**config.mk**
```make
export PLATFORM = sky130hd
export DESIGN_NAME = led_bank_arbiter_flat
export DESIGN_NICKNAME = d
export VERILOG_FILES = /design/src/rtl/led_bank_arbiter_pkg.sv /design/src/rtl/led_bank_arbiter_if.sv /design/src/rtl/led_bank_arbiter_rr_arbiter.sv /design/src/rtl/led_bank_arbiter.sv /design/src/flat_wrapper.sv
export SDC_FILE = /design/constraint.sdc
export NUM_CORES = 1
export LEC_CHECK = 0
export CORE_UTILIZATION = 58
export DETAILED_ROUTE_END_ITERATION = 6
export HOLD_SLACK_MARGIN = 0.08
export PLACE_DENSITY = 0.83
export SLEW_MARGIN = 20
export SYNTH_ARGS = -nofsm -noshare
export SYNTH_HDL_FRONTEND = slang
export SYNTH_SLANG_ARGS = --single-unit
export TNS_END_PERCENT = 1
```
**constraint.sdc**
```tcl
create_clock -name clk -period 3.3 [get_ports clk]
set_clock_uncertainty 0.1 [all_clocks]
set_input_delay 0.33 -clock clk [delete_from_list [all_inputs] [get_ports clk]]
set_output_delay 0.33 -clock clk [all_outputs]
set_load 0.02 [all_outputs]
```
**src/rtl/led_bank_arbiter_pkg.sv**
```systemverilog
`default_nettype none
// +------------------------------------------------------------------+
// | led_pkg: LED bank field layout and arbiter state encoding        |
// | Revision: 1.0                                                    |
// +------------------------------------------------------------------+
package led_pkg;

  localparam int LED_W   = 7;
  localparam int LED_RED = 0;
  localparam int LED_GRN = 1;
  localparam int LED_P1  = 2;
  localparam int LED_P2  = 3;
  localparam int LED_P3  = 4;
  localparam int LED_P4  = 5;
  localparam int LED_P5  = 6;

  typedef enum logic [1:0] {
    IDLE = 2'd0,
    OWN  = 2'd1,
    GAP  = 2'd2
  } state_t;

endpackage
`default_nettype wire

```
**src/rtl/led_bank_arbiter_if.sv**
```systemverilog
`default_nettype none
// +------------------------------------------------------------------+
// | led_bank_arbiter_if: requester bus plus LED pin bundle           |
// | Revision: 1.0                                                    |
// +------------------------------------------------------------------+
interface led_bank_arbiter_if #(
  parameter int NREQ = 3
);

  logic [NREQ-1:0]                 req;
  logic [led_pkg::LED_W*NREQ-1:0]  pat;
  logic [NREQ-1:0]                 gnt;
  logic                            ledr_n;
  logic                            ledg_n;
  logic                            led1;
  logic                            led2;
  logic                            led3;
  logic                            led4;
  logic                            led5;

  modport master (
    output req, pat,
    input  gnt, ledr_n, ledg_n, led1, led2, led3, led4, led5
  );

  modport slave (
    input  req, pat,
    output gnt, ledr_n, ledg_n, led1, led2, led3, led4, led5
  );

endinterface
`default_nettype wire

```
**src/rtl/led_bank_arbiter_rr_arbiter.sv**
```systemverilog
`default_nettype none
// +------------------------------------------------------------------+
// | rr_arbiter: combinational round-robin pick, search from last+1   |
// | Revision: 1.0                                                    |
// +------------------------------------------------------------------+
module rr_arbiter #(
  parameter int N     = 3,
  parameter int IDX_W = (N > 1) ? $clog2(N) : 1
) (
  input  logic [N-1:0]     req,
  input  logic [IDX_W-1:0] last,
  output logic [N-1:0]     winner,
  output logic [IDX_W-1:0] index
);

  logic [IDX_W:0]   w_sum;
  logic [IDX_W-1:0] w_cand;
  logic             w_found;

  always_comb begin
    winner  = '0;
    index   = '0;
    w_found = 1'b0;
    w_sum   = '0;
    w_cand  = '0;
    for (int off = 1; off <= N; off++) begin
      w_sum = {1'b0, last} + (IDX_W+1)'(off);
      if (w_sum >= (IDX_W+1)'(N)) begin
        w_sum = w_sum - (IDX_W+1)'(N);
      end
      w_cand = w_sum[IDX_W-1:0];
      if (!w_found && req[w_cand]) begin
        w_found         = 1'b1;
        winner[w_cand]  = 1'b1;
        index           = w_cand;
      end
    end
  end

endmodule
`default_nettype wire

```
**src/rtl/led_bank_arbiter.sv**
```systemverilog
`default_nettype none
// +------------------------------------------------------------------+
// | led_bank_arbiter: round-robin owner of the LED bank with hold,   |
// | blanking gap and idle heartbeat.            Revision: 1.0        |
// +------------------------------------------------------------------+
module led_bank_arbiter
  import led_pkg::*;
#(
  parameter int NREQ        = 3,
  parameter int HOLD_CYCLES = 12000000,
  parameter int HB_DIV      = 6000000
) (
  input  logic               clk,
  input  logic               rst_n,
  led_bank_arbiter_if.slave  bus
);

  localparam int IDX_W  = (NREQ > 1) ? $clog2(NREQ) : 1;
  localparam int HOLD_W = $clog2(HOLD_CYCLES + 1);
  localparam int HB_W   = (HB_DIV > 1) ? $clog2(HB_DIV) : 1;

  localparam logic [HOLD_W-1:0] C_HOLD_MAX = HOLD_W'(HOLD_CYCLES);
  localparam logic [HB_W-1:0]   C_HB_LAST  = HB_W'(HB_DIV - 1);
  // Onboard LEDs are active-low; XOR with this maps "on" bits to pin levels.
  localparam logic [LED_W-1:0]  C_ONBOARD_INV = LED_W'((1 << LED_RED) | (1 << LED_GRN));
  localparam logic [LED_W-1:0]  C_PINS_OFF    = C_ONBOARD_INV;

  state_t             r_state;
  logic [NREQ-1:0]    r_gnt;
  logic [IDX_W-1:0]   r_owner;
  logic [IDX_W-1:0]   r_last;
  logic [HOLD_W-1:0]  r_hold;
  logic [HB_W-1:0]    r_hb_cnt;
  logic               r_hb;
  logic [LED_W-1:0]   r_pins;

  logic [NREQ-1:0]    w_win;
  logic [IDX_W-1:0]   w_win_idx;
  logic [LED_W-1:0]   w_pat_arr [NREQ];
  logic [LED_W-1:0]   w_pat_own;
  logic [HOLD_W-1:0]  w_hold_inc;
  logic               w_owner_req;
  logic               w_others;

  for (genvar g = 0; g < NREQ; g++) begin : g_pat
    assign w_pat_arr[g] = bus.pat[g*LED_W +: LED_W];
  end

  rr_arbiter #(
    .N     (NREQ),
    .IDX_W (IDX_W)
  ) u_rr (
    .req    (bus.req),
    .last   (r_last),
    .winner (w_win),
    .index  (w_win_idx)
  );

  assign w_pat_own   = w_pat_arr[r_owner];
  assign w_owner_req = |(bus.req & r_gnt);
  assign w_others    = |(bus.req & ~r_gnt);
  // The hold test uses the post-increment count, so an owner keeps GNT for
  // exactly HOLD_CYCLES cycles before a waiting requester can preempt it.
  assign w_hold_inc  = (r_hold == C_HOLD_MAX) ? r_hold : r_hold + HOLD_W'(1);

  always_ff @(posedge clk or negedge rst_n) begin
    if (!rst_n) begin
      r_state  <= IDLE;
      r_gnt    <= '0;
      r_owner  <= '0;
      r_last   <= IDX_W'(NREQ - 1);
      r_hold   <= '0;
      r_hb_cnt <= '0;
      r_hb     <= 1'b0;
      r_pins   <= C_PINS_OFF;
    end else begin
      if (r_hb_cnt == C_HB_LAST) begin
        r_hb_cnt <= '0;
        r_hb     <= ~r_hb;
      end else begin
        r_hb_cnt <= r_hb_cnt + HB_W'(1);
      end

      case (r_state)
        IDLE: begin
          r_pins <= C_PINS_OFF;
          if (|bus.req) begin
            r_state <= OWN;
            r_gnt   <= w_win;
            r_owner <= w_win_idx;
            r_last  <= w_win_idx;
            r_hold  <= '0;
          end else begin
            r_gnt           <= '0;
            r_pins[LED_GRN] <= ~r_hb;
          end
        end
        OWN: begin
          r_hold <= w_hold_inc;
          if (!w_owner_req || ((w_hold_inc == C_HOLD_MAX) && w_others)) begin
            r_state <= GAP;
            r_gnt   <= '0;
            r_pins  <= C_PINS_OFF;
          end else begin
            r_pins <= w_pat_own ^ C_ONBOARD_INV;
          end
        end
        GAP: begin
          r_state         <= IDLE;
          r_gnt           <= '0;
          r_pins          <= C_PINS_OFF;
          r_pins[LED_GRN] <= ~r_hb;
        end
        default: begin
          r_state <= IDLE;
          r_gnt   <= '0;
          r_pins  <= C_PINS_OFF;
        end
      endcase
    end
  end

  assign bus.gnt    = r_gnt;
  assign bus.ledr_n = r_pins[LED_RED];
  assign bus.ledg_n = r_pins[LED_GRN];
  assign bus.led1   = r_pins[LED_P1];
  assign bus.led2   = r_pins[LED_P2];
  assign bus.led3   = r_pins[LED_P3];
  assign bus.led4   = r_pins[LED_P4];
  assign bus.led5   = r_pins[LED_P5];

endmodule
`default_nettype wire

```
**src/flat_wrapper.sv**
```systemverilog
// flat-port wrapper written by rule: the top's interface ports become plain ports
module led_bank_arbiter_flat import led_pkg::*;
#(
  parameter int NREQ        = 3,
  parameter int HOLD_CYCLES = 12000000,
  parameter int HB_DIV      = 6000000
)
  (clk, rst_n, bus_req, bus_pat, bus_gnt, bus_ledr_n, bus_ledg_n, bus_led1, bus_led2, bus_led3, bus_led4, bus_led5);
  led_bank_arbiter_if #(.NREQ(NREQ)) bus_i ();
  input  logic clk;
  input  logic rst_n;
  input wire logic [$bits(bus_i.req)-1:0] bus_req;
  input wire logic [$bits(bus_i.pat)-1:0] bus_pat;
  output wire logic [$bits(bus_i.gnt)-1:0] bus_gnt;
  output wire logic [$bits(bus_i.ledr_n)-1:0] bus_ledr_n;
  output wire logic [$bits(bus_i.ledg_n)-1:0] bus_ledg_n;
  output wire logic [$bits(bus_i.led1)-1:0] bus_led1;
  output wire logic [$bits(bus_i.led2)-1:0] bus_led2;
  output wire logic [$bits(bus_i.led3)-1:0] bus_led3;
  output wire logic [$bits(bus_i.led4)-1:0] bus_led4;
  output wire logic [$bits(bus_i.led5)-1:0] bus_led5;
  assign bus_i.req = bus_req;
  assign bus_i.pat = bus_pat;
  assign bus_gnt = bus_i.gnt;
  assign bus_ledr_n = bus_i.ledr_n;
  assign bus_ledg_n = bus_i.ledg_n;
  assign bus_led1 = bus_i.led1;
  assign bus_led2 = bus_i.led2;
  assign bus_led3 = bus_i.led3;
  assign bus_led4 = bus_i.led4;
  assign bus_led5 = bus_i.led5;
  led_bank_arbiter #(.NREQ(NREQ), .HOLD_CYCLES(HOLD_CYCLES), .HB_DIV(HB_DIV)) u_core (.clk(clk), .rst_n(rst_n), .bus(bus_i));
endmodule
```
Word-level counts from Yosys, hierarchy flattened
Index checks and enable logic that the tools add are counted.
Word-level totals
  register bits after elaboration: 64
  input port bits: 26
  output and inout port bits: 10
  word-level logic and storage cells: 98
Cells by class
  add/subtract/negate cells: 8
  order comparisons: 10
  eq/ne operators: 7
  muxes and demuxes: 39
  bitwise gates (word level): 8
  reduce and logical (&&, ||, !) cells: 18
Operator list (number)
  == test 24 bit, second input constant: 2
  two-way mux 24 bit: 2
  case mux 24 bit (2 select lines): 1
  adder 24 x 1 -> 24 bit, second input constant: 1
  adder 23 x 1 -> 23 bit, second input constant: 1
  == test 23 bit, second input constant: 1
  two-way mux 23 bit: 1
  two-way mux 7 bit: 3
  case mux 7 bit (3 select lines): 1
  two-way mux 2 bit: 8
  two-way mux 3 bit: 5
  binary-select mux 7 bit (select 2 bit): 1
  greater-or-equal comparator 3 x 2 -> 1 bit, second input constant: 3
  less-than comparator 2 x 3 -> 1 bit, second input constant: 3
  two-way mux 1 bit: 9
  OR reduction 3 bit: 3
  adder 2 x 2 -> 3 bit, second input constant: 2
  AND 3 bit: 2
  binary-select mux 1 bit (select 2 bit): 3
  demux 1 bit (select 2 bit): 3
  greater-or-equal comparator 2 x 1 -> 1 bit, second input constant: 3
  logical AND 1 bit: 6
  OR 3 bit: 2
  case mux 3 bit (2 select lines): 1
  16 further kinds: 23

Logic depth before layout (Yosys ltp)
Gate-level depths: netlist of the first run.
  depth in word-level cells: 14
  gate-level depth with buffers: 11
  depth with buffers taken out: 9

Cells and area by module
A second synthesis of the first run with hierarchy kept.
Unflattened totals
  cells, all modules: 450
  area, all modules: 3968.8 sq um
Modules (own cells, without submodules)
  led_bank_arbiter: times used 1, cells an instance 408, area an instance 3667.3 sq um, sequential area each 1580.3 sq um
  rr_arbiter: times used 1, cells an instance 42, area an instance 301.5 sq um, sequential area each 0.0 sq um

Least setup slack after synthesis of the first run
Ideal clock, no wire load.
  kind: register -> register
  start point: register u_core.r_last[0]
  end point: register u_core.r_last[0]
  setup time: 125 ps
  arrival: 2441 ps
  data required time: 3075 ps
  slack: 635 ps
  cell stages (with the launch flop): 10
  buffers on the path: 2
  clock period less this slack: 2665 ps
  path through: dfrtp_1 buf_1 inv_1 ha_1 clkbuf_1 mux2i_1 o22ai_1 or2_2 nand2_1 mux2_2
Between the ends
  longest elaborated chain between the ends: 12
  elaborated cells between the ends (all ways): 27
  classes of those cells: 6 x add/sub; 3 x order compare; 14 x mux; 4 x reduce/logical
Ends and longest elaborated chain
  from (decl): line led_bank_arbiter.sv:31  | logic [IDX_W-1:0] r_last;
  from (signal assigned): line led_bank_arbiter.sv:71  | r_last <= IDX_W'(NREQ - 1);
  from (signal assigned): line led_bank_arbiter.sv:91  | r_last <= w_win_idx;
  adder 2 x 1 -> 3 bit: line led_bank_arbiter_rr_arbiter.sv:27  | w_sum = {1'b0, last} + (IDX_W+1)'(off);
  greater-or-equal comparator 3 x 2 -> 1 bit / subtractor 2 bit (equally long branches): line led_bank_arbiter_rr_arbiter.sv:28, led_bank_arbiter_rr_arbiter.sv:29
  two-way mux 2 bit: line led_bank_arbiter_rr_arbiter.sv:28  | if (w_sum >= (IDX_W+1)'(N)) begin
  binary-select mux 1 bit (select 2 bit): line led_bank_arbiter_rr_arbiter.sv:32  | if (!w_found && req[w_cand]) begin
  two-way mux 1 bit (implied by the code): line led_bank_arbiter_rr_arbiter.sv:32
  two-way mux 1 bit: line led_bank_arbiter_rr_arbiter.sv:32
  zero test 1 bit: line led_bank_arbiter_rr_arbiter.sv:32
  logical AND 1 bit: line led_bank_arbiter_rr_arbiter.sv:32
  two-way mux 1 bit: line led_bank_arbiter_rr_arbiter.sv:32
  zero test 1 bit: line led_bank_arbiter_rr_arbiter.sv:32
  logical AND 1 bit: line led_bank_arbiter_rr_arbiter.sv:32
  two-way mux 2 bit (*): line led_bank_arbiter_rr_arbiter.sv:32
Every way passes the cells marked *; elsewhere a longest branch is shown, timed or not. The select of a mux whose other input is x is not followed.
A chain may end at the register's enable or synchronous reset.

Final worst setup path of the first run
  start point: register u_core.r_hold[1]
  end point: register u_core.r_pins[5]
Between the ends
  longest elaborated chain between the ends: 7
  elaborated cells between the ends (all ways): 8
  classes of those cells: 1 x add/sub; 2 x eq/ne; 3 x mux; 2 x reduce/logical
Ends and longest elaborated chain
  from (decl): line led_bank_arbiter.sv:32  | logic [HOLD_W-1:0] r_hold;
  from (signal assigned): line led_bank_arbiter.sv:99  | r_hold <= w_hold_inc;
  adder 24 x 1 -> 24 bit / == test 24 bit (equally long branches): line led_bank_arbiter.sv:64  | assign w_hold_inc = (r_hold == C_HOLD_MAX) ? r_hold : r_hold + HOLD_W'(1);
  two-way mux 24 bit (*): line led_bank_arbiter.sv:64
  == test 24 bit (*): line led_bank_arbiter.sv:100  | if (!w_owner_req || ((w_hold_inc == C_HOLD_MAX) && w_others)) begin
  logical AND 1 bit (*): line led_bank_arbiter.sv:100
  logical OR 1 bit (*): line led_bank_arbiter.sv:100
  two-way mux 7 bit (*): line led_bank_arbiter.sv:100
  case mux 7 bit (3 select lines) (*): line led_bank_arbiter.sv:84  | case (r_state)
  to (signal, indexed assignment): line led_bank_arbiter.sv:95  | r_pins[LED_GRN] <= ~r_hb;
  to (signal assigned): line led_bank_arbiter.sv:105  | r_pins <= w_pat_own ^ C_ONBOARD_INV;
  to (signal, indexed assignment): line led_bank_arbiter.sv:112  | r_pins[LED_GRN] <= ~r_hb;
  to (decl): line led_bank_arbiter.sv:35  | logic [LED_W-1:0] r_pins;
Every way passes the cells marked *; elsewhere a longest branch is shown, timed or not.

==> results of run 1 <==
critical path, cell delays in order (launching register included):
cell and delay (ns):
dfrtp_1 0.48, ha_1 0.43, nand4_2 0.25, nor4_4 0.39
mux2i_1 0.15, o31a_1 0.31, nor4b_2 0.25, and3_2 0.37
nor4_1 0.09
sequential cells by signal (all words and copies together) (netlist names):
name / count
u_core.r_last: 2
u_core.r_pins: 7
u_core.r_hb_cnt: 23
u_core.r_hb: 1
u_core.r_owner: 1
u_core.r_hold: 24
u_core.r_state: 2
u_core.bus.gnt: 3
Yosys cell counts, drive strengths merged (7+ instances only):
library cell / count
a21oi: 19
dfrtp: 60
clkbuf: 13
xor2: 14
ha: 9
mux2i: 12
buf: 11
nand4: 14
a31oi: 7
nor4: 12
nand2: 38
o22ai: 7
and3: 10
nor2: 46
nand3: 26
inv: 17
o21ai: 38
xnor2: 15
nor3: 11
power groups by stage:
stage / logic [mW] / registers [mW] / clock network (mW)
after detailed placement: 1.01 / 1.00 / 0
after CTS: 1.02 / 0.991 / 0.704
after global placement: 0.977 / 0.995 / 0
after floorplan: 0.742 / 0.961 / 0
after global routing: 1.13 / 1.01 / 0.735
final: 1.03 / 0.996 / 0.697
layout make-up:
type | count | share of cell area, %
multi-input cells | 338 | 47.5
flip-flops and latches | 63 | 35.1
repair buffers | 44 | 9.24
clock buffers | 9 | 2.75
well taps | 77 | 2.14
clock inverters | 7 | 1.78
inverters | 17 | 1.42
worst max-delay path by stage:
stage / depth (start not counted) / to / start
6_report: 8 / u_core.r_pins[5] / u_core.r_hold[1]
5_1_grt: 8 / u_core.r_state[0] / u_core.r_hold[1]
4_1_cts: 8 / u_core.r_pins[5] / u_core.r_hold[1]
3_5_place_dp: 8 / u_core.r_pins[5] / u_core.r_hold[1]
3_3_place_gp: 8 / u_core.r_state[0] / u_core.r_hold[1]
2_1_floorplan: 9 / u_core.r_last[0] / u_core.r_last[0]
per-stage QoR:
stage,utilization [%],instances,power (mW)
finish,70.0,555,2.72
global route,70.0,555,2.88
CTS,70.0,555,2.71
global placement,66.7,538,1.97
floorplan,-,442,1.70
detailed placement,66.7,538,2.01
timing repair:
action / 4_1_cts / 5_1_grt
endpoints found under the hold margin: 28 / 0
hold buffers: 1 / 0
setup endpoints to repair: 0 / 0
cell families (layout without fill, tap and decap cells):
logic type | after synthesis | in the layout | synth area share, %
xor+xnor | 29 | 29 | 6.54
fa+ha+maj | 9 | 9 | 2.90
flops | 63 | 63 | 40.7
buf+inv | 41 | 77 | 4.51
mux | 14 | 14 | 3.67
compound gates | 104 | 104 | 16.6
simple gates | 182 | 182 | 25.1
per-layer routing:
metal,vias up,share of wire [%],routed length [µm]
met5,-,0,0
met4,0,2.1,193
met3,20,5.3,478
li1,1658,-,-
met1,1729,44,4000
met2,119,48,4390
==> results.md, run 1 <==
* DRT Pass-1 Iters at 5
* Clock network fraction of design power at 25.6%
* CP max FO at 12
* Unrepaired setup endpoints after global routing: no
* Worst VDD drop at 0.412 mV
* Largest net degree at the start of global routing at 33
* GRT met2 Usage at 44.8%
* R2R cell count at 8
* Period utilization at 90.7%
* GP Congestion at 1.01
* Grt total ovfl at 0
* Clock Pin Slew Worst Setup and Hold Paths at 0.08 ns
* Internal Power at 1.63 mW
* Cts repair resizes at 0
* Total power per unit cell area at 605 nW/µm²
* Post-CTS Setup Inserts at 0
* Critical path class: register to register
* DP Area at 4280 µm²
* # DRC at 0
* Syn Inst Count at 442
* Status: finished clean
* Net Sw Power at 1.09 mW
* GRT Overall Usage at 27.5%
* Clk_lat worst skew at 0.35 ns
* Ys Warns at 0
* Post-Synthesis Net Count at 477
* Fill cell count at 493
* Total Wirelength at 9060 µm
* Synthesized cell area at 3890 µm²
* Initial Util at 60.5%
* Post-synthesis sequential area ratio at 40.7%
* Critical Path AT at 3.08 ns
* Worst Hold Margin at 0.378 ns
* Relative slew slack at 36.9%
* H-tree Lvls at 3
* Setup TNS at 0 ns
* Static Leak at 1.90 nW
* Die Y at 83.9 µm
* Total CTS buffers at 9
* PnR worst setup slack at 0.306 ns
* Post-synth top area share at 38.6%
* Required @ worst endpoint at 3.39 ns
* Setup Slack @ Placement at 0.411 ns
* GR Util met1 at 37.1%
* Vias at 3526
* Post-Syn Area per Cell at 8.79 µm²
* Endpoints failing hold at 0
* Die Area at 7030 µm²
* Vias in the first global route at 3362
* CTS tree: done
* Flop pwr share at 36.6%
* M3 GR Usage at 3.96%
* Element type at the critical path start: register
* Initial antenna violation count at 0
* Layout net count at 508
* Routed length per instance at 16.3 µm
* Post-route ant nets at 0
* Min cycle time layout at 2.99 ns
* Achievable Freq at 0.334 GHz
* Setup-failing EPs final at 0
* Core Box Area at 6420 µm²
* Design Area, Final at 4500 µm²
* I/O pin count at 36
* Antenna cells at 0
* DPL Wire Length at 6220 µm
* Hold Crit Depth at 1
* First-pass GRT wire length at 15700 µm
* DRT iter0 DRCs at 312
* R2R Path End: u_core.r_pins[5]
* Most frequent cells in the layout: 60 x dfrtp_1, 46 x nor2_1, 38 x nand2_1, 38 x o21ai_0, 34 x clkdlybuf4s50_1
* Worst min path class: register to register
* Root buffer cell: clkbuf_8
* Fraction of layout cells with a size suffix above 1 at 9.21%
* Top post-synthesis cells by area: dfrtp_1 39%, o21ai_0 4.9%, nor2_1 4.4%, nand2_1 3.7%, xnor2_1 3.4%
* Die X at 83.9 µm
* Register area at 1580 µm²
* Multi-input combinational cell area at 2140 µm²
* Clock Path Buffers at 2
* Top FF cell, synth: dfrtp_1
* Maximum capacitance violations at 0
* Via/cell ratio at 6.35
* Layout area overhead at 15.7%
* Rows at 29
* Sw Share at 40.0%
* Port buffer count at 35
* Post-synth EDFFs at 0
* Crit path capture type: register
* Yosys cell types at 59
* Least-Margin Pin Slew at 0.946 ns
* Most used routing layer: met2
* R2R setup slack at 0.31 ns
* Post-synth ARST share at 100%
* Hold_sp: u_core.r_hb_cnt[4]
* CTS sink count at 63
* Leading cell type in the layout, fill and taps excluded: dfrtp_1
* Slew Limit Fails at 0
* Hold Path Sink: u_core.r_hb_cnt[4]
* Critical R2R Launch: u_core.r_hold[1]
* Flops & latches, synth at 63
* Area leader, netlist: dfrtp_1
* Combinational share of power at 37.8%
No activity file was read; power rests on OpenSTA's default activity.
==> run 2: changes to the inputs <==
CORE_UTILIZATION = 45   (was 58)
PLACE_DENSITY = 0.68   (was 0.83)
==> results.md, run 2 (synthesis gave the netlist of run 1 again) <==
* Status: finished clean
* Setup TNS at 0 ns (unchanged)
* Worst VDD drop at 0.417 mV (+1.4%)
* R2R cell count at 8 (unchanged)
* Critical Path AT at 3.05 ns (-0.03 ns)
* Routed length per instance at 15.2 µm (-7.0%)
* Element type at the critical path start: register
* Initial Util at 46.8% (-14 points)
* Min cycle time layout at 2.86 ns (-0.133 ns)
* Setup-failing EPs final at 0 (unchanged)
* Endpoints failing hold at 0 (unchanged)
* Initial antenna violation count at 0 (unchanged)
* Period utilization at 86.7% (-4.0 points)
* CTS sink count at 63 (unchanged)
* Slew Limit Fails at 0 (unchanged)
* DRT Pass-1 Iters at 5 (unchanged)
* GRT Overall Usage at 22.2% (-5.3 points)
* CTS tree: done
* Die Area at 9010 µm² (+28%)
* PnR worst setup slack at 0.439 ns (+0.133 ns)
* Largest registers: u_core.r_hold x24, u_core.r_hb_cnt x23, u_core.r_pins x7
* Vias at 3337 (-5.4%)
* Design Area, Final at 4530 µm² (+0.75%)
* Maximum capacitance violations at 0 (unchanged)
* Largest net degree at the start of global routing at 40 (+21%)
* Fill cell count at 740 (+50%)
* Static Leak at 1.90 nW (-0.22%)
* CP startpoint: u_core.r_hold[1]
* Total power per unit cell area at 598 nW/µm² (-1.3%)
* Core Box Area at 8300 µm² (+29%)
* Vias in the first global route at 3221 (-4.2%)
* Worst Hold Margin at 0.381 ns (+0.00372 ns)
* Antenna cells at 0 (unchanged)
* CP max FO at 12 (unchanged)
* Total Wirelength at 8850 µm (-2.3%)
* Cts repair resizes at 0 (unchanged)
* Least-Margin Pin Slew at 1.11 ns (+0.161 ns)
* Root buffer cell: clkbuf_8
* Die X at 94.9 µm (+13%)
* Achievable Freq at 0.350 GHz (+4.7%)
* R2R Path End: u_core.r_pins[1]
* GP Congestion at 0.943 (-6.5%)
* Total CTS buffers at 9 (unchanged)
* Required @ worst endpoint at 3.49 ns (+0.10 ns)
* Most frequent cells in the layout: 60 x dfrtp_1, 46 x nor2_1, 38 x nand2_1, 38 x o21ai_0, 34 x clkdlybuf4s50_1
* Hold Path Sink: u_core.r_hb_cnt[4]
* Crit path capture type: register
* Unrepaired setup endpoints after global routing: no
* Critical path class: register to register
* Total chip power at 2.71 mW (-0.54%)
* Clock Path Buffers at 2 (unchanged)
* I/O pin count at 36 (unchanged)
* Leading cell type in the layout, fill and taps excluded: dfrtp_1
* Clk_lat worst skew at 0.34 ns (about the same)
* Final Core Density at 54.6% (-15 points)
* H-tree Lvls at 3 (unchanged)
* Post-Layout Cell Count at 583 (+5.0%)
* R2R setup slack at 0.44 ns (+0.13 ns)
* # DRC at 0 (unchanged)
* Grt total ovfl at 0 (unchanged)
* DP Area at 4320 µm² (+0.82%)
* Critical R2R Launch: u_core.r_hold[1]
* Placed Instances at 566 (+5.2%)
* Max reg flops at 24 (unchanged)
* Fraction of layout cells with a size suffix above 1 at 9.21% (unchanged)
* Layout net count at 508 (unchanged)
* Hold Crit Depth at 1 (unchanged)
* Die Y at 94.9 µm (+13%)
* Clock Pin Slew Worst Setup and Hold Paths at 0.08 ns (about the same)
* Worst min path class: register to register
* Relative slew slack at 26.1% (-11 points)
* Post-CTS Setup Inserts at 0 (unchanged)
* Post-route ant nets at 0 (unchanged)
* Hold_sp: u_core.r_hb_cnt[4]
* DPL Wire Length at 6380 µm (+2.6%)
* Via/cell ratio at 5.72 (-9.9%)
* DRT iter0 DRCs at 197 (-37%)
* Rows at 33 (+14%)
* Layout area overhead at 16.6%
* Port buffer count at 35 (unchanged)
* Setup Slack @ Placement at 0.447 ns (+0.0358 ns)
* First-pass GRT wire length at 15500 µm (-1.3%)
* Top reg by flops: u_core.r_hold
==> run 2: changes by cell type in the layout (fill, tap and decap cells not counted), sizes merged <==
cell,before,now
clkinv,2,1
clkinvlp,2,3
==> run 2: timing repair <==
item,CTS,global route
hold buffers,1,0
endpoints found under the hold margin,34,0
setup endpoints to repair,0,0
==> run 2: worst max path at each step <==
stage,endpoint,slack (ns),depth (start not counted)
floorplan,u_core.r_last[0],0.63,9
global placement,u_core.r_pins[1],0.52,8
detailed placement,u_core.bus.gnt[1],0.45,8
CTS,u_core.r_pins[1],0.44,8
global route,u_core.bus.gnt[1],0.18,8
finish,u_core.r_pins[1],0.44,8
==> run 2: metal layers <==
layer,track usage [%],share of wire (%)
met1,29.9,48
met2,34.1,47
met3,5.07,3.4
met4,9.34,1.4
met5,0,0
==> run 2: area by class of cell <==
cell class,count,area [µm²],share of cell area [%]
Inverter,17,63.8,1.41
Tap cell,105,131,2.90
Sequential cell,63,1580,34.9
Clock buffer,9,124,2.73
Clock inverter,7,78.8,1.74
Multi-Input combinational cell,338,2140,47.2
Timing Repair Buffer,44,415,9.17
==> run 2: worst max-delay path: stages, from the launching register on <==
cell     delay (ns)
dfrtp_1        0.46
ha_1           0.41
nand4_2        0.24
nor4_4         0.37
mux2i_1        0.12
o31a_1         0.30
nor4b_2        0.25
and3_2         0.37
o32a_2         0.18
==> run 2: where the power goes <==
part / switching [mW] / internal, mW / leakage [nW] / total, mW
registers: 0.123 / 0.855 / 0.845 / 0.978
clock network: 0.343 / 0.355 / 0.0925 / 0.698
logic: 0.608 / 0.423 / 0.959 / 1.03
==> run 3: changes to the inputs <==
ABC_AREA = 1   (was unset)
==> results.md, run 3 <==
* Top-count cell post-synth: nand2_1
* Ys Warns at 0 (unchanged)
* Relative slew slack at 48.1% (+22 points)
* CTS tree: done
* Post-route ant nets at 0 (unchanged)
* Die Area at 9390 µm² (+4.2%)
* Least-Margin Pin Slew at 0.777 ns (-0.331 ns)
* Critical Path AT at 2.79 ns (-0.26 ns)
* GR Util met1 at 28.9% (-1.0 points)
* Post-synth top area share at 37.0% (-1.6 points)
* CTS sink count at 63 (unchanged)
* Largest net degree at the start of global routing at 47 (+18%)
* Grt total ovfl at 0 (unchanged)
* Post-synthesis sequential area ratio at 39.0% (-1.7 points)
* Routed length per instance at 13.4 µm (-12%)
* M3 GR Usage at 4.05% (-1.0 points)
* R2R Path End: u_core.bus.gnt[2]
* Worst VDD drop at 0.439 mV (+5.1%)
* Most used routing layer: met2
* CTS Hold Buffers Added at 1 (unchanged)
* Yosys cell types at 39 (-34%)
* Status: finished clean
* Vias in the first global route at 3694 (+15%)
* Layout area overhead at 17.9%
* Period utilization at 79.1% (-7.6 points)
* GRT Overall Usage at 21.8% (-0.39 points)
* Top FF cell, synth: dfrtp_1
* Clock Path Buffers at 2 (unchanged)
* Core Box Area at 8720 µm² (+5.1%)
* Net Sw Power at 0.958 mW (-11%)
* Critical path endpoint: u_core.bus.gnt[2]
* Achievable Freq at 0.383 GHz (+9.6%)
* Final Core Density at 54.8% (+0.19 points)
* Total chip power at 2.52 mW (-6.8%)
* Initial antenna violation count at 0 (unchanged)
* Syn Inst Count at 566 (+28%)
* Element type at the critical path start: register
* Post-synth EDFFs at 0 (unchanged)
* Slew Limit Fails at 0 (unchanged)
* DPL Wire Length at 7210 µm (+13%)
* Unrepaired setup endpoints after global routing: no
* First-pass GRT wire length at 16800 µm (+8.3%)
* R2R cell count at 11 (+3)
* Initial Util at 46.5% (-0.36 points)
* GP Congestion at 0.913 (-3.1%)
* Port buffer count at 35 (unchanged)
* GRT met2 Usage at 36.1% (+2.0 points)
* Total CTS buffers at 9 (unchanged)
* Clock Pin Slew Worst Setup and Hold Paths at 0.09 ns (about the same)
* Sw Share at 37.9% (-1.8 points)
* Min cycle time layout at 2.61 ns (-0.252 ns)
* Rows at 34 (+3.0%)
* Cts repair resizes at 0 (unchanged)
* H-tree Lvls at 3 (unchanged)
* Die Y at 96.9 µm (+2.1%)
* Critical path class: register to register
* Combinational share of power at 32.7% (-5.4 points)
* DRT Pass-1 Iters at 5 (unchanged)
* Area leader, netlist: dfrtp_1
* Setup Slack @ Placement at 0.752 ns (+0.305 ns)
* Required @ worst endpoint at 3.48 ns (about the same)
* Top reg by flops: u_core.r_hold
* Most frequent cells in the layout: 135 x nand2_1, 81 x nor2_1, 73 x inv_1
* # DRC at 0 (unchanged)
* Worst min path class: input port to async pin
* Leading cell type in the layout, fill and taps excluded: nand2_1
* I/O pin count at 36 (unchanged)
* Post-synth ARST share at 100% (unchanged)
* Clk_lat worst skew at 0.35 ns (about the same)
* Total Wirelength at 9690 µm (+9.6%)
* Via/cell ratio at 5.27 (-8.0%)
* Critical R2R Launch: u_core.r_last[0]
* Crit path capture type: register
* Static Leak at 2.09 nW (+10%)
* Max reg flops at 24 (unchanged)
* Fraction of layout cells with a size suffix above 1 at 10.1% (+0.86 points)
* Synthesized cell area at 4050 µm² (+4.3%)
* R2R setup slack at 0.69 ns (+0.25 ns)
* PnR worst setup slack at 0.691 ns (+0.252 ns)
* Internal Power at 1.57 mW (-4.1%)
* Largest registers: u_core.r_hold x24, u_core.r_hb_cnt x23, u_core.r_pins x7
* Antenna cells at 0 (unchanged)
* DRT iter0 DRCs at 232 (+18%)
* Setup TNS at 0 ns (unchanged)
* Commonest cells in the netlist: 135 x nand2_1, 81 x nor2_1, 73 x inv_1, 60 x dfrtp_1, 34 x nand3_1
* CP max FO at 13 (+1)
* Root buffer cell: clkbuf_8
* Die X at 96.9 µm (+2.1%)
* Total power per unit cell area at 528 nW/µm² (-12%)
* Flops & latches, synth at 63 (unchanged)
* Setup-failing EPs final at 0 (unchanged)
* Flop pwr share at 36.1% (about the same)
* Endpoints failing hold at 0 (unchanged)
* Post-Syn Area per Cell at 7.16 µm² (-19%)
* Clock network fraction of design power at 31.2% (+5.4 points)
* Post-Synthesis Net Count at 601 (+26%)
* Layout net count at 646 (+27%)
* Maximum capacitance violations at 0 (unchanged)
* Vias at 3813 (+14%)
* CP startpoint: u_core.r_last[0]
* Post-CTS Setup Inserts at 0 (unchanged)
* Worst Hold Margin at 0.329 ns (-0.0525 ns)
* Top post-synthesis cells by area: dfrtp_1 37%, nand2_1 13%, nor2_1 7.5%, inv_1 6.8%, nand3_1 4.2%
-- run 3: cell types whose count changed in the layout (fill, tap and decap cells not counted), moves of 9 or more --
cell     change
inv_1       +56
mux2i_1     -12
nand2_1     +97
nand3_1      +9
nor2_1      +35
nor2_2      +12
o21ai_0     -11
o22ai_1      +9
xnor2_1     -13
-- run 3: worst max-delay path, cell delays in order (launching register included) --
cell and delay (ns):
dfrtp_1 0.58, clkinv_1 0.16, ha_1 0.42, nand2_1 0.13, nor2_1 0.06, a31oi_1 0.29, inv_1 0.10, nor3_1 0.32
inv_1 0.11, o21ai_0 0.16, nand2_1 0.06, nand2_1 0.06
-- run 3: how the worst min path moves through the flow --
| stage | from | endpoint | cells past startpoint |
|---|---|---|---|
| after floorplan | rst_n | u_core.bus.gnt[0] | 0 |
| after global placement | rst_n | u_core.r_hb_cnt[16] | 1 |
| after detailed placement | rst_n | u_core.r_hb_cnt[16] | 1 |
| after CTS | rst_n | u_core.r_hb_cnt[14] | 2 |
| after global routing | rst_n | u_core.r_hb_cnt[14] | 2 |
| final | rst_n | u_core.r_hb_cnt[14] | 2 |
-- run 3: area by class of cell --
class                      count  area, µm²
multi-input combinational    416       2140
tap                          108        135
timing repair buffer          40        385
clock buffer                   9        124
sequential                    63       1580
inverter                      81        304
fill                         825       3940
clock inverter                 7        105
-- run 3: layer usage --
| layer | part of all wire [%] | wire length (µm) |
|---|---|---|
| met5 | 0 | 0 |
| met4 | 1.1 | 110 |
| met3 | 4.5 | 440 |
| met2 | 49 | 4710 |
| met1 | 46 | 4440 |
-- run 3: power by group through the flow --
stage	Combinational, mW	Clock, mW	Sequential, mW
3_3_place_gp	0.805	0	0.920
6_report	0.827	0.787	0.911
4_1_cts	0.828	0.803	0.910
2_1_floorplan	0.552	0	0.925
3_5_place_dp	0.821	0	0.925
5_1_grt	0.927	0.834	0.923
-- run 3: cell families after synthesis --
| kind of cell | Yosys count | synth area share [%] |
|---|---|---|
| AO/OA/AOI/OAI | 74 | 10.6 |
| XOR/XNOR | 19 | 4.11 |
| adder cells (fa/ha/maj) | 9 | 2.78 |
| buffers and inverters | 87 | 8.12 |
| flip-flops | 63 | 39.0 |
| AND/OR/NAND/NOR | 314 | 35.4 |
-- run 3: per-stage QoR --
stage	area, µm²	instances
finish	4780	724
global placement	4540	707
global route	4780	724
CTS	4780	724
detailed placement	4540	707
floorplan	4050	566
